===== config.mk =====
export PLATFORM = sky130hd
export DESIGN_NAME = alu_pipe
export DESIGN_NICKNAME = d
export VERILOG_FILES = /design/src/rtl/alu_pkg.sv /design/src/rtl/alu_mul_seq.sv /design/src/rtl/alu_pipe.sv
export SDC_FILE = /design/constraint.sdc
export NUM_CORES = 1
export LEC_CHECK = 0
export BUFFER_PORTS_ARGS = -buffer_cell sky130_fd_sc_hd__buf_2
export CORE_UTILIZATION = 55
export DETAILED_ROUTE_END_ITERATION = 10
export GPL_ROUTABILITY_DRIVEN = 1
export HOLD_SLACK_MARGIN = 0.05
export PLACE_DENSITY = 0.83
export SYNTH_ARGS = -nofsm -noshare
export SYNTH_HDL_FRONTEND = slang
export SYNTH_SLANG_ARGS = --single-unit

===== constraint.sdc =====
create_clock -name clk -period 3.3 [get_ports clk]
set_input_delay 0.66 -clock clk [delete_from_list [all_inputs] [get_ports clk]]
set_output_delay 0.66 -clock clk [all_outputs]
set_load 0.01 [all_outputs]

===== src/rtl/alu_pkg.sv =====
// alu_pkg: shared op codes, flag indices and FSM states
// for the registered ALU pipeline stage.
package alu_pkg;

  localparam logic [3:0] OP_ADD  = 4'h0;
  localparam logic [3:0] OP_SUB  = 4'h1;
  localparam logic [3:0] OP_AND  = 4'h2;
  localparam logic [3:0] OP_OR   = 4'h3;
  localparam logic [3:0] OP_XOR  = 4'h4;
  localparam logic [3:0] OP_NAND = 4'h5;
  localparam logic [3:0] OP_NOR  = 4'h6;
  localparam logic [3:0] OP_XNOR = 4'h7;
  localparam logic [3:0] OP_SHL  = 4'h8;
  localparam logic [3:0] OP_SHR  = 4'h9;
  localparam logic [3:0] OP_SRA  = 4'hA;
  localparam logic [3:0] OP_ADC  = 4'hB;
  localparam logic [3:0] OP_MUL  = 4'hC;

  localparam int FLAG_N = 3;
  localparam int FLAG_Z = 2;
  localparam int FLAG_C = 1;
  localparam int FLAG_V = 0;

  typedef enum logic [0:0] {
    S_IDLE = 1'b0,
    S_MUL  = 1'b1
  } state_e;

endpackage


===== src/rtl/alu_mul_seq.sv =====
// alu_mul_seq: iterative shift-add multiplier,
// one partial-product step per cycle, WIDTH steps.
module alu_mul_seq #(
  parameter int WIDTH = 8
) (
  input  logic               clk,
  input  logic               rst_n,
  input  logic               start_i,
  input  logic [WIDTH-1:0]   a_i,
  input  logic [WIDTH-1:0]   b_i,
  output logic               busy_o,
  output logic               done_o,
  output logic [2*WIDTH-1:0] product_o
);
  import alu_pkg::*;

  localparam int CW = $clog2(WIDTH + 1);

  logic [2*WIDTH-1:0] acc_q, acc_d;
  logic [2*WIDTH-1:0] mcand_q, mcand_d;
  logic [WIDTH-1:0]   mplier_q, mplier_d;
  logic [CW-1:0]      cnt_q, cnt_d;
  logic               busy_q, busy_d;

  // done is held for one cycle after the final step
  assign done_o    = busy_q && (cnt_q == CW'(WIDTH));
  assign busy_o    = busy_q;
  assign product_o = acc_q;

  // next-state: load on start, step while busy, release after done
  always_comb begin
    acc_d    = acc_q;
    mcand_d  = mcand_q;
    mplier_d = mplier_q;
    cnt_d    = cnt_q;
    busy_d   = busy_q;
    if (start_i) begin
      acc_d    = '0;
      mcand_d  = {{WIDTH{1'b0}}, a_i};
      mplier_d = b_i;
      cnt_d    = '0;
      busy_d   = 1'b1;
    end else if (busy_q) begin
      if (done_o) begin
        busy_d = 1'b0;
      end else begin
        if (mplier_q[0]) acc_d = acc_q + mcand_q;
        mcand_d  = mcand_q << 1;
        mplier_d = mplier_q >> 1;
        cnt_d    = cnt_q + CW'(1);
      end
    end
  end

  // state registers
  always_ff @(posedge clk or negedge rst_n) begin
    if (!rst_n) begin
      acc_q    <= '0;
      mcand_q  <= '0;
      mplier_q <= '0;
      cnt_q    <= '0;
      busy_q   <= 1'b0;
    end else begin
      acc_q    <= acc_d;
      mcand_q  <= mcand_d;
      mplier_q <= mplier_d;
      cnt_q    <= cnt_d;
      busy_q   <= busy_d;
    end
  end

endmodule


===== src/rtl/alu_pipe.sv =====
// alu_pipe: registered ALU stage with valid/ready on
// both sides, flags, carry chain and iterative MUL.
module alu_pipe #(
  parameter int WIDTH  = 8,
  parameter int MUL_EN = 1
) (
  input  logic             clk,
  input  logic             rst_n,
  input  logic             in_valid,
  output logic             in_ready,
  input  logic [3:0]       op,
  input  logic [WIDTH-1:0] a,
  input  logic [WIDTH-1:0] b,
  output logic             out_valid,
  input  logic             out_ready,
  output logic [WIDTH-1:0] result,
  output logic [3:0]       flags,
  output logic             err
);
  import alu_pkg::*;

  localparam int SW = $clog2(WIDTH);
  localparam int M  = WIDTH - 1;

  state_e             state_q, state_d;
  logic               out_valid_q, out_valid_d;
  logic [WIDTH-1:0]   result_q, result_d;
  logic [3:0]         flags_q, flags_d;
  logic               err_q, err_d;
  logic               carry_q, carry_d;

  logic               accept, is_mul;
  logic               mul_start, mul_busy, mul_done;
  logic [2*WIDTH-1:0] mul_prod;

  logic [WIDTH-1:0]   res;
  logic               c, v, e, upd_c;
  logic [WIDTH:0]     sum, ext;
  logic [SW-1:0]      sh;

  assign in_ready  = (state_q == S_IDLE) && !mul_busy
                  && (!out_valid_q || out_ready);
  assign accept    = in_valid && in_ready;
  assign is_mul    = (MUL_EN != 0) && (op == OP_MUL);
  assign mul_start = accept && is_mul;
  assign sh        = b[SW-1:0];

  assign out_valid = out_valid_q;
  assign result    = result_q;
  assign flags     = flags_q;
  assign err       = err_q;

  if (MUL_EN != 0) begin : g_mul
    alu_mul_seq #(.WIDTH(WIDTH)) u_mul (
      .clk       (clk),
      .rst_n     (rst_n),
      .start_i   (mul_start),
      .a_i       (a),
      .b_i       (b),
      .busy_o    (mul_busy),
      .done_o    (mul_done),
      .product_o (mul_prod)
    );
  end else begin : g_no_mul
    assign mul_busy = 1'b0;
    assign mul_done = 1'b0;
    assign mul_prod = '0;
  end

  // single-cycle op decode; MUL and D-F fall to illegal
  always_comb begin
    res   = '0;
    c     = 1'b0;
    v     = 1'b0;
    e     = 1'b0;
    upd_c = 1'b0;
    sum   = '0;
    ext   = '0;
    case (op)
      OP_ADD, OP_ADC: begin
        sum = {1'b0, a} + {1'b0, b}
            + {{WIDTH{1'b0}}, (op == OP_ADC) && carry_q};
        res   = sum[M:0];
        c     = sum[WIDTH];
        v     = (a[M] == b[M]) && (res[M] != a[M]);
        upd_c = 1'b1;
      end
      OP_SUB: begin
        sum   = {1'b0, a} - {1'b0, b};
        res   = sum[M:0];
        c     = sum[WIDTH];
        v     = (a[M] != b[M]) && (res[M] != a[M]);
        upd_c = 1'b1;
      end
      OP_AND:  res = a & b;
      OP_OR:   res = a | b;
      OP_XOR:  res = a ^ b;
      OP_NAND: res = ~(a & b);
      OP_NOR:  res = ~(a | b);
      OP_XNOR: res = ~(a ^ b);
      OP_SHL: begin
        ext = {1'b0, a} << sh;
        res = ext[M:0];
        c   = ext[WIDTH];
      end
      OP_SHR: begin
        ext = {a, 1'b0} >> sh;
        res = ext[WIDTH:1];
        c   = ext[0];
      end
      OP_SRA: begin
        ext = $signed({a, 1'b0}) >>> sh;
        res = ext[WIDTH:1];
        c   = ext[0];
      end
      default: e = 1'b1;
    endcase
  end

  // FSM next-state and output-register loads
  always_comb begin
    state_d     = state_q;
    out_valid_d = out_valid_q;
    result_d    = result_q;
    flags_d     = flags_q;
    err_d       = err_q;
    carry_d     = carry_q;
    if (out_ready) out_valid_d = 1'b0;
    case (state_q)
      S_IDLE: begin
        if (accept && is_mul) begin
          state_d = S_MUL;
        end else if (accept) begin
          out_valid_d     = 1'b1;
          result_d        = res;
          err_d           = e;
          flags_d         = '0;
          if (!e) begin
            flags_d[FLAG_N] = res[M];
            flags_d[FLAG_Z] = (res == '0);
            flags_d[FLAG_C] = c;
            flags_d[FLAG_V] = v;
          end
          if (upd_c) carry_d = c;
        end
      end
      S_MUL: begin
        if (mul_done) begin
          state_d         = S_IDLE;
          out_valid_d     = 1'b1;
          result_d        = mul_prod[M:0];
          err_d           = 1'b0;
          flags_d         = '0;
          flags_d[FLAG_N] = mul_prod[M];
          flags_d[FLAG_Z] = (mul_prod[M:0] == '0);
          flags_d[FLAG_C] = |mul_prod[2*WIDTH-1:WIDTH];
        end
      end
      default: state_d = S_IDLE;
    endcase
  end

  // state and output registers
  always_ff @(posedge clk or negedge rst_n) begin
    if (!rst_n) begin
      state_q     <= S_IDLE;
      out_valid_q <= 1'b0;
      result_q    <= '0;
      flags_q     <= '0;
      err_q       <= 1'b0;
      carry_q     <= 1'b0;
    end else begin
      state_q     <= state_d;
      out_valid_q <= out_valid_d;
      result_q    <= result_d;
      flags_q     <= flags_d;
      err_q       <= err_d;
      carry_q     <= carry_d;
    end
  end

endmodule


Word level (Yosys, flattened, before mapping)

Cells that the tools add are included.

Register bits after elaboration: 61
Output and inout bits: 15
Logic and storage cells: 113

Add/subtract/negate cells: 5
Eq/ne operators: 21
Shifts and indexed selects: 3
Muxes and demuxes: 41
Bitwise logic cells: 8
Reductions and logical operators: 24

Operators by type and width:

| kind                                                            | number |
|---|---|
| 16-bit two-way mux                                              | 7 |
| 8-bit case mux with 11 select lines                             | 1 |
| 8-bit two-way mux                                               | 6 |
| 4-bit two-way mux                                               | 7 |
| 4-bit == test, second input constant                            | 6 |
| 8-bit NOT                                                       | 3 |
| 16-bit adder                                                    | 1 |
| 4-bit by 3-bit == test with 1-bit output, second input constant | 4 |
| 8-bit zero test                                                 | 2 |
| 8-bit case mux with 2 select lines                              | 1 |
| 1-bit two-way mux                                               | 13 |
| 12-bit OR reduction                                             | 1 |
| 8-bit by 8-bit adder with 9-bit output                          | 1 |
| 9-bit by 1-bit adder with 9-bit output                          | 1 |
| 8-bit by 3-bit left shift with 9-bit output                     | 1 |
| 9-bit by 3-bit >> shifter with 9-bit output                     | 1 |
| 9-bit by 3-bit >>> shifter with 9-bit output                    | 1 |
| 8-bit by 8-bit subtractor with 9-bit output                     | 1 |
| 8-bit AND                                                       | 1 |
| 4-bit by 2-bit == test with 1-bit output, second input constant | 2 |
| 1-bit logical AND                                               | 8 |
| 8-bit bitwise OR                                                | 1 |
| 1-bit case mux with 2 select lines                              | 4 |
| 4-bit case mux with 2 select lines                              | 1 |
| other kinds (19)                                                | 27 |

Depth between registers and ports, before layout

Gate-level depths: netlist of the first run.

Word-level depth: 10
Depth in mapped cells: 14
Gate-level depth less buffers: 12

Cells and area by module

A second synthesis of the first run with hierarchy kept.

Cells, all modules: 661
Area total of the unflattened synthesis: 5564.1 um2

By module, submodules not included:

| module      | instances | cells an instance | area each (um2) | sequential area each (um2) |
|---|---|---|---|---|
| alu_pipe    | 1         | 386               | 3021.6          | 400.4 |
| alu_mul_seq | 1         | 275               | 2542.4          | 1126.1 |

Least setup slack after synthesis of the first run

No wires, ideal clock.

Path type: in2reg
Start: in op[0]
End: reg flags_q[2], in the netlist flags[2]
Arrival: 3.410 ns
Data required time: 3.236 ns
Slack: -0.174 ns
Cell stages on the path: 14
Cell sequence: buf_4 -> buf_2 -> buf_1 -> nand4_1 -> fa_1 -> inv_1 -> fa_1 -> a21o_1 -> a21oi_1 -> a2bb2oi_1 -> mux2i_1 -> or4_4 -> nor4_2 -> a21o_1

Longest elaborated chain between the ends: 9

Ends and longest elaborated chain:

| item                                   | RTL line                       | source |
|---|---|---|
| start, declared                        | alu_pipe.sv:11                 | `input logic [3:0] op,` |
| 4-bit == test                          | alu_pipe.sv:79, alu_pipe.sv:82 |  |
| 1-bit logical AND                      | alu_pipe.sv:82                 | `+ {{WIDTH{1'b0}}, (op == OP_ADC) && carry_q};` |
| 9-bit by 1-bit adder with 9-bit output | alu_pipe.sv:82                 |  |
| 8-bit case mux with 11 select lines    | alu_pipe.sv:79                 | `case (op)` |
| 8-bit zero test                        | alu_pipe.sv:140                | `flags_d[FLAG_Z] = (res == '0);` |
| 4-bit two-way mux                      | alu_pipe.sv:138                | `if (!e) begin` |
| 4-bit two-way mux                      | alu_pipe.sv:133                | `end else if (accept) begin` |
| 4-bit two-way mux                      | alu_pipe.sv:131                | `if (accept && is_mul) begin` |
| 4-bit case mux with 2 select lines     | alu_pipe.sv:129                | `case (state_q)` |
| end signal, assigned                   | alu_pipe.sv:176                | `flags_q <= flags_d;` |
| end, declared                          | alu_pipe.sv:28                 | `logic [3:0] flags_q, flags_d;` |

Parallel ways exist; a longest one is shown, timed or not. The select of a mux whose other input is x is not followed.
A chain may end at the register's enable or synchronous reset.

Worst setup path after layout of the first run

Start: in op[3]
End: reg flags_q[2], in the netlist flags[2]

The elaborated chain is that of the path after synthesis.

==> results.yml, run 1 <==
outcome:
  status: "complete, no violations"
grt:
  grt-ovfl-total: 0
  antenna_found_initial: 0
  grt_pass1_wl_um: 25750
  grt_max_degree: 47
  grt_pass1_vias: 4919
  grt_usage_pct: 32.63
yosys:
  syn_nets: 726
  synth.most_common_cell: "nand2_1"
  synth_area_leaders: "dfrtp_1 28%, ha_1 9.6%, nand2_1 5.9%, a21oi_1 4.1%, mux4_2 3.7%"
  synthTopCellsByCount: "86 x nand2_1, 61 x dfrtp_1, 52 x nor2_1"
  synth_edf_count: 0
  synth.distinct_cells: 70
  yosysWarnings: 0
  netlist_instances: 656
  postSynthAreaPerCell_um2: 8.381
  synthesis.area_um2: 5498
  netlist.area_leader.share_pct: 27.77
  synth_seq_area_share_pct: 27.77
  async_flop_share_pct: 100.0
  ys_seq_elements: 61
  yosysTopAreaCell: "dfrtp_1"
  synthFlopType: "dfrtp_1"
die:
  die_x_um: 102.0
  ioPinCount: 39
  row_count: 36
  core-area_um2: 9729
  start_util_pct: 56.51
  dieArea_um2: 10400
  dieHeight_um: 102.0
clocking:
  htree_num_levels: 3
  cts_resized: 0
  cts_setup_buffers: 0
  cts_tree: "yes"
  insertion_delay_ps: 350
  cts-root-buf: "clkbuf_8"
  hold_buffers: 0
  clk_pin_slew_ps: 70
  clock_sinks: 61
  clockBufferDepth: 2
  cts-buffers-inserted: 9
setup_path:
  endpoint_kind: "flip-flop"
  critPathArrivalTime_ps: 3170
  path_cells: "buf_2 > nor2b_4 > nand4_1 > fa_2 > inv_1 > fa_2 > inv_1 > o221ai_1 > a221oi_1 > nand4_1 > nor4_2 > a21o_1"
  worstSetupStartpointType: "input port"
  crit_slowest_cell: "fa_2"
  cp.required_ps: 3590
  cp_max_fo: 3
  worstSetupPathType: "input port to flip-flop"
  max_stage_delay_ps: 420
layout:
  drive_above_1_share_pct: 15.65
  layout.nets: 768
  finish.instance_area_um2: 6066
  num-fill-cells: 868
  diodes: 0
  layoutNonFillerInstCount: 836
  areaGrowthSynthToFinish_pct: 10.33
sta:
  setup_viol: 0
  period_share_pct: 87.34
  slew_headroom_pct: 32.73
  rsz0062_at_grt: "no"
  tightest_slew_ps: 1005
  drv_slew: 0
  fin_tns_setup_ps: 0
  period_needed_ps: 2882
  timing.final.ws_setup_ps: 417.9
  skew_ps: 8.156
  fmax_mhz: 347.0
  hold_viol_final: 0
route:
  viasPerCell: 6.373
  antenna_left: 0
  vias: 5328
  drt_iter0_drc: 419
  detail_route.wl_per_cell_um: 19.17
  first_pass_iters: 5
  wl_um: 16030
  drc_errors: 0
power_and_ir_drop:
  power_w: 0.001768
  internal-power_w: 0.001225
  p_per_area_nw_per_um2: 291.4
  pwr-share-seq_pct: 42.8
  switching_power_w: 0.0005424
  p_leak_nw: 2.800
  p_clk_share_pct: 33.9
  p_comb_share_pct: 23.4
  swShare_pct: 30.69
  irDropWorstVdd_uv: 259.6
placement:
  place_ws_ps: 110.3
  portBuffers: 38
  place_congestion: 0.9671
  dp_cells: 820
  placed_area_um2: 5888
  post-dp-hpwl_um: 12220
flow_run:
  cap_viol_max_count: 0
hold_path:
  hp-class: "input port to asynchronous set/reset pin"
-- flip-flops by register name, summed over array words and instances (netlist names) --
| name | count |
|---|---|
| g_mul.u_mul.mplier_q | 8 |
| result | 8 |
| g_mul.u_mul.mcand_q | 16 |
| g_mul.u_mul.product_o | 16 |
| g_mul.u_mul.busy_o | 1 |
| err | 1 |
| state_q | 1 |
| flags | 4 |
| g_mul.u_mul.cnt_q | 4 |
| carry_q | 1 |
| out_valid | 1 |
-- path summary, 6_finish.rpt --
| kind | start | end | depth (start not counted) | slack, ps |
|---|---|---|---|---|
| max in group asynchronous | rst_n | g_mul.u_mul.mcand_q[3] | 2 | 2200 |
| hold reg to reg | result[2] | result[2] | 2 | 480 |
| min in group clk | result[2] | result[2] | 2 | 480 |
| hold / removal | rst_n | result[1] | 1 | 200 |
| setup / recovery | op[3] | flags[2] | 12 | 420 |
| setup reg to reg | carry_q | flags[2] | 11 | 570 |
-- cells by family after synthesis --
logic type,synth area share [%]
and+or+nand+nor,20.53
AOI/OAI and AO/OA,23.21
DFF,27.77
xor gates and xnor gates,2.868
adders and majority gates,11.02
muxes,7.760
buffers and inverters,6.850
-- cell usage in the layout (no fill, tap or decap), types with 11 or more instances in the layout --
cell type and instances:
nand2_1 86, nor2_1 52, buf_2 38, buf_4 32
nor3_1 15, inv_1 42, a31oi_1 15, dfrtp_1 61
clkbuf_8 11, ha_1 42, mux2i_1 19, nand3_1 21
o21ai_0 36, a21oi_1 44
-- power groups by stage --
stage	Sequential [W]	Clock [W]	Combinational, W
2_1_floorplan	0.000773	0	0.000263
3_3_place_gp	0.000770	0	0.000400
3_5_place_dp	0.000770	0	0.000405
4_1_cts	0.000756	0.000608	0.000406
5_1_grt	0.000756	0.000645	0.000451
6_report	0.000756	0.000598	0.000413
-- routing by layer --
layer / wire length [um] / part of all wire [%] / vias to the layer above / GRT usage, %
met5: 0 / 0 / - / 0
met1: 6919 / 43 / 2577 / 45.60
li1: - / - / 2478 / -
met4: 342 / 2.1 / 0 / 11.76
met3: 1475 / 9.2 / 29 / 8.071
met2: 7289 / 45 / 244 / 49.04
-- area by class of cell --
cell class	count	area (um2)	share of cell area (%)
Clock buffer	12	155.1	2.558
Clock inverter	4	22.52	0.3713
Inverter	43	161.4	2.661
Timing Repair Buffer	70	430.4	7.096
Tap cell	133	166.4	2.743
Sequential cell	61	1526	25.16
Multi-Input combinational cell	513	3603	59.41
-- per-stage QoR --
stage,util (%),hold slack (ps)
floorplan,-,364.4
finish,62.35,202.0
global placement,60.52,455.6
global route,62.35,206.5
detailed placement,60.52,468.8
CTS,62.35,204.6
-- worst max-delay path: cells and delay by family --
kind	cells	cell delay [ps]
buffers and inverters	3	230
adders and majority gates	2	830
AOI/OAI and AO/OA	3	670
and+or+nand+nor	4	780
Note: power is estimated with default switching activity, not from simulation.
==> inputs of run 2 (changes only) <==
--- a/config.mk
+++ b/config.mk
@@ -8,2 +8,3 @@
 export BUFFER_PORTS_ARGS = -buffer_cell sky130_fd_sc_hd__buf_2
+export CORE_ASPECT_RATIO = 1.25
 export CORE_UTILIZATION = 55
@@ -13,2 +14,3 @@
 export PLACE_DENSITY = 0.83
+export SKIP_LAST_GASP = 1
 export SYNTH_ARGS = -nofsm -noshare
==> constraint.sdc (replaced) <==
create_clock -name clk -period 3.3 [get_ports clk]
set_input_delay 0.165 -clock clk [delete_from_list [all_inputs] [get_ports clk]]
set_output_delay 0.165 -clock clk [all_outputs]
set_load 0.01 [all_outputs]
==> results.yml, run 2 (synthesized netlist as in run 1, its figures left out) <==
sta:
  skew_ps: 4.906
  hold_viol_final: 0
  setup_viol: 0
  timing.final.ws_setup_ps: 416.1
  rsz0062_at_grt: "no"
  tightest_slew_ps: 736.1
  slew_headroom_pct: 50.48
  period_share_pct: 87.39
  fmax_mhz: 346.8
  fin_tns_setup_ps: 0
  period_needed_ps: 2884
  drv_slew: 0
outcome:
  status: "complete, no violations"
die:
  dieArea_um2: 10400
  die_x_um: 91.43
  ioPinCount: 39
  dieHeight_um: 113.8
  core-area_um2: 9659
  row_count: 40
  start_util_pct: 56.92
route:
  viasPerCell: 6.575
  antenna_left: 0
  drc_errors: 0
  drt_iter0_drc: 523
  vias: 5359
  wl_um: 16300
  detail_route.wl_per_cell_um: 20.00
  first_pass_iters: 6
layout:
  areaGrowthSynthToFinish_pct: 9.900
  multi_input_comb_area_um2: 3595
  finish.instance_area_um2: 6042
  most-common-layout-cells: "86 x nand2_1, 61 x dfrtp_1, 52 x nor2_1"
  layout.nets: 754
  drive_above_1_share_pct: 13.50
  diodes: 0
  num-fill-cells: 822
  regArea_um2: 1526
  final_common_cell: "nand2_1"
clocking:
  cts-root-buf: "clkbuf_16"
  clockBufferDepth: 2
  htree_num_levels: 3
  insertion_delay_ps: 330
  cts_setup_buffers: 0
  cts_resized: 0
  cts-buffers-inserted: 9
  clock_sinks: 61
  cts_tree: "yes"
  clk_pin_slew_ps: 60
grt:
  grt_max_degree: 36
  grt-ovfl-total: 0
  grt_usage_pct: 32.46
  grt_pass1_vias: 5193
  grt_pass1_wl_um: 26400
  antenna_found_initial: 0
placement:
  place_ws_ps: 401.8
  place_congestion: 0.9757
  placed_area_um2: 5758
  portBuffers: 38
  post-dp-hpwl_um: 11830
power_and_ir_drop:
  p_leak_nw: 2.775
  irDropWorstVdd_uv: 367.1
  p_per_area_nw_per_um2: 336.4
hold_path:
  hp-class: "input port to flip-flop"
  min_from: "in_valid"
setup_path:
  crit_slowest_cell: "or4_4"
  rr_startpoint: "carry_q"
  critPathArrivalTime_ps: 3150
  path_cells: "nand4_1 > fa_1 > inv_1 > fa_1 > a21o_1 > a21oi_1 > a2bb2oi_1 > mux2i_1 > or4_4 > nor4_2 > a21o_1"
  cp_max_fo: 3
  crit_start: "carry_q"
  cp.required_ps: 3570
  endpoint_kind: "flip-flop"
  worstSetupPathType: "flip-flop to flip-flop"
  max_stage_delay_ps: 560
  worstSetupStartpointType: "flip-flop"
flow_run:
  cap_viol_max_count: 0
[run 2: cell types whose count changed in the layout (fill, tap and decap cells not counted), sizes merged]
| cell | change |
|---|---|
| buf | -15 |
| clkbuf | -3 |
| inv | +2 |
| clkinv | +1 |
| dlygate4sd3 | +1 |
[run 2: where the power goes]
part / internal [W] / switching (W)
Clock: 0.000510 / 0.000370
Combinational: 0.000149 / 0.000246
Sequential: 0.000754 / 0.00000275
[run 2: worst paths after layout]
| check | end | slack, ps | cells past startpoint |
|---|---|---|---|
| min | flags[0] | 110 | 3 |
| max | flags[2] | 420 | 11 |
| min in group asynchronous | result[2] | 440 | 2 |
| max reg2reg | flags[2] | 420 | 11 |
| max in group asynchronous | g_mul.u_mul.mcand_q[12] | 1980 | 3 |
| min reg2reg | result[3] | 470 | 2 |
[run 2: per-stage QoR]
stage | hold slack (ps) | power (W) | std cells | utilization, %
6_report | 111.1 | 0.002032 | 815 | 62.55
5_1_grt | 143.2 | 0.002108 | 815 | 62.55
4_1_cts | 107.4 | 0.002037 | 815 | 62.55
3_5_place_dp | 267.9 | 0.001154 | 798 | 59.61
3_3_place_gp | 256.7 | 0.001151 | 798 | 59.61
2_1_floorplan | -130.6 | 0.001034 | 656 | -
[run 2: per-layer routing]
metal,track usage [%],part of all wire (%),routed length [um]
met5,0,0,0
met4,16.93,4.6,750
met3,5.800,7.4,1205
met2,54.09,48,7771
met1,40.23,40,6575
[run 2: critical path, delay by kind of cell, from the launching register on]
kind	cells	cell delay, ps
multiplexers	1	90
AO/OA/AOI/OAI	4	750
adder cells (fa/ha/maj)	2	620
flip-flops	1	380
buffers and inverters	1	60
AND/OR/NAND/NOR	3	920
[run 2: cell type report]
type	instances	area share [%]
inverter	43	2.671
clock buffer	9	3.727
sequential	61	25.26
multi-input combinational	513	59.49
timing repair buffer	56	5.426
tap	126	2.609
clock inverter	7	0.8076
[run 2: what timing repair did]
item,CTS,global route
endpoints found under the hold margin,31,0
hold buffers,1,0
endpoints found under the setup margin,0,0
==> inputs of run 3 (changes only) <==
- BUFFER_PORTS_ARGS: -buffer_cell sky130_fd_sc_hd__buf_2 -> not set
- CELL_PAD_IN_SITES_DETAIL_PLACEMENT: not set -> 2
- CELL_PAD_IN_SITES_GLOBAL_PLACEMENT: not set -> 2
- CORE_UTILIZATION: 55 -> 40
- DONT_BUFFER_PORTS: not set -> 1
- PLACE_DENSITY: 0.83 -> 0.84
==> results.yml, run 3 (synthesized netlist as in run 1, its figures left out) <==
flow_run:
  cap_viol_max_count: 0
sta:
  rsz0062_at_grt: "no"
  hold_viol_final: 0
  fmax_mhz: 333.4
  tightest_slew_ps: 940.5
  skew_ps: 4.974
  slew_headroom_pct: 36.51
  fin_tns_setup_ps: 0
  setup_viol: 0
  period_share_pct: 90.89
  drv_slew: 0
  period_needed_ps: 2999
  whs_ps: 69.52
die:
  dieHeight_um: 133.1
  row_count: 47
  start_util_pct: 41.18
  ioPinCount: 39
  core-area_um2: 13350
  dieArea_um2: 14220
  die_x_um: 106.9
layout:
  diodes: 0
  final_common_cell: "nand2_1"
  most-common-layout-cells: "86 x nand2_1, 61 x dfrtp_1, 52 x nor2_1"
  layout.nets: 720
  layoutNonFillerInstCount: 826
  areaGrowthSynthToFinish_pct: 9.126
  finish.instance_area_um2: 6000
  drive_above_1_share_pct: 7.481
placement:
  place_congestion: 0.8870
  post-dp-hpwl_um: 15920
  dp_cells: 799
  placed_area_um2: 5579
  portBuffers: 0
grt:
  grt_max_degree: 62
  grt_usage_pct: 31.62
  grt-ovfl-total: 0
  grtUsageMet1_pct: 35.03
  antenna_found_initial: 0
  grt_pass1_wl_um: 33910
  use_met2_pct: 59.18
  met3_usage_pct: 4.483
  busiest_layer: "met2"
  grt_pass1_vias: 5909
setup_path:
  crit_cells: 11
  endpoint_kind: "flip-flop"
  max_stage_delay_ps: 560
  r2r_slack_ps: 300
  worstSetupStartpointType: "flip-flop"
  r2r-end: "flags[2]"
  critPathArrivalTime_ps: 3280
  worstSetupPathType: "flip-flop to flip-flop"
  endpoint: "flags[2]"
  rr_startpoint: "carry_q"
  crit_slowest_cell: "or4_4"
  cp_max_fo: 3
  worstRegToRegCells: 11
  cp.required_ps: 3580
  crit_family: "simple AND/OR/NAND/NOR gates"
  crit_start: "carry_q"
  path_buf_inv: 1
  path_cells: "nand4_1 > fa_1 > inv_1 > fa_1 > a21o_1 > a21oi_1 > a2bb2oi_1 > mux2i_1 > or4_4 > nor4_2 > a21o_1"
clocking:
  clockBufferDepth: 2
  clock_sinks: 61
  htree_num_levels: 3
  clk_pin_slew_ps: 60
  cts-buffers-inserted: 9
  insertion_delay_ps: 340
  cts-root-buf: "clkbuf_16"
  cts_tree: "yes"
  cts_resized: 0
hold_path:
  hp-class: "input port to flip-flop"
power_and_ir_drop:
  power_w: 0.002048
  p_per_area_nw_per_um2: 341.3
  irDropWorstVdd_uv: 247.0
  p_leak_nw: 2.634
route:
  antenna_left: 0
  vias: 5258
  first_pass_iters: 4
  detail_route.wl_per_cell_um: 25.93
  wl_um: 21420
  drc_errors: 0
  drt_iter0_drc: 284
  viasPerCell: 6.366
outcome:
  status: "complete, no violations"
-- run 3: metal layers --
metal / vias up / routed length (um)
li1: 2374 / -
met1: 2723 / 8167
met2: 116 / 11730
met3: 45 / 746
met4: 0 / 777
met5: - / 0
-- run 3: worst min path at each step --
stage	slack, ps	cells past startpoint	to	from
after floorplan	-130	0	carry_q	rst_n
after global placement	-130	0	g_mul.u_mul.product_o[6]	rst_n
after detailed placement	-130	0	g_mul.u_mul.product_o[5]	rst_n
after CTS	50	2	err	op[2]
after global routing	80	2	g_mul.u_mul.mcand_q[1]	a[1]
final	70	2	err	op[2]
-- run 3: area by class of cell --
cell class	count	area, um2
inverters	43	161.4
well taps	171	214.0
repair buffers	22	210.2
clock buffers	10	229.0
clock inverters	6	63.81
flip-flops and latches	61	1526
fillers	1490	7350
multi-input cells	513	3595
-- run 3: where the power goes --
group          total, W  internal, W  switching, W
combinational  0.000341     0.000142      0.000199
clock          0.000946     0.000583      0.000363
sequential     0.000761     0.000754    0.00000725
-- run 3: what timing repair did --
| action | 4_1_cts | 5_1_grt |
|---|---|---|
| hold endpoints to repair | 70 | 0 |
| setup buffers | 0 | 0 |
| hold buffers | 11 | 0 |
-- run 3: metrics by stage --
| stage | utilization, % | worst slack, ps |
|---|---|---|
| finish | 44.94 | 300.5 |
| global route | 44.94 | 151.9 |
| CTS | 44.94 | 342.2 |
| detailed placement | 41.79 | 375.6 |
| global placement | 41.79 | 459.2 |
| floorplan | - | 321.5 |
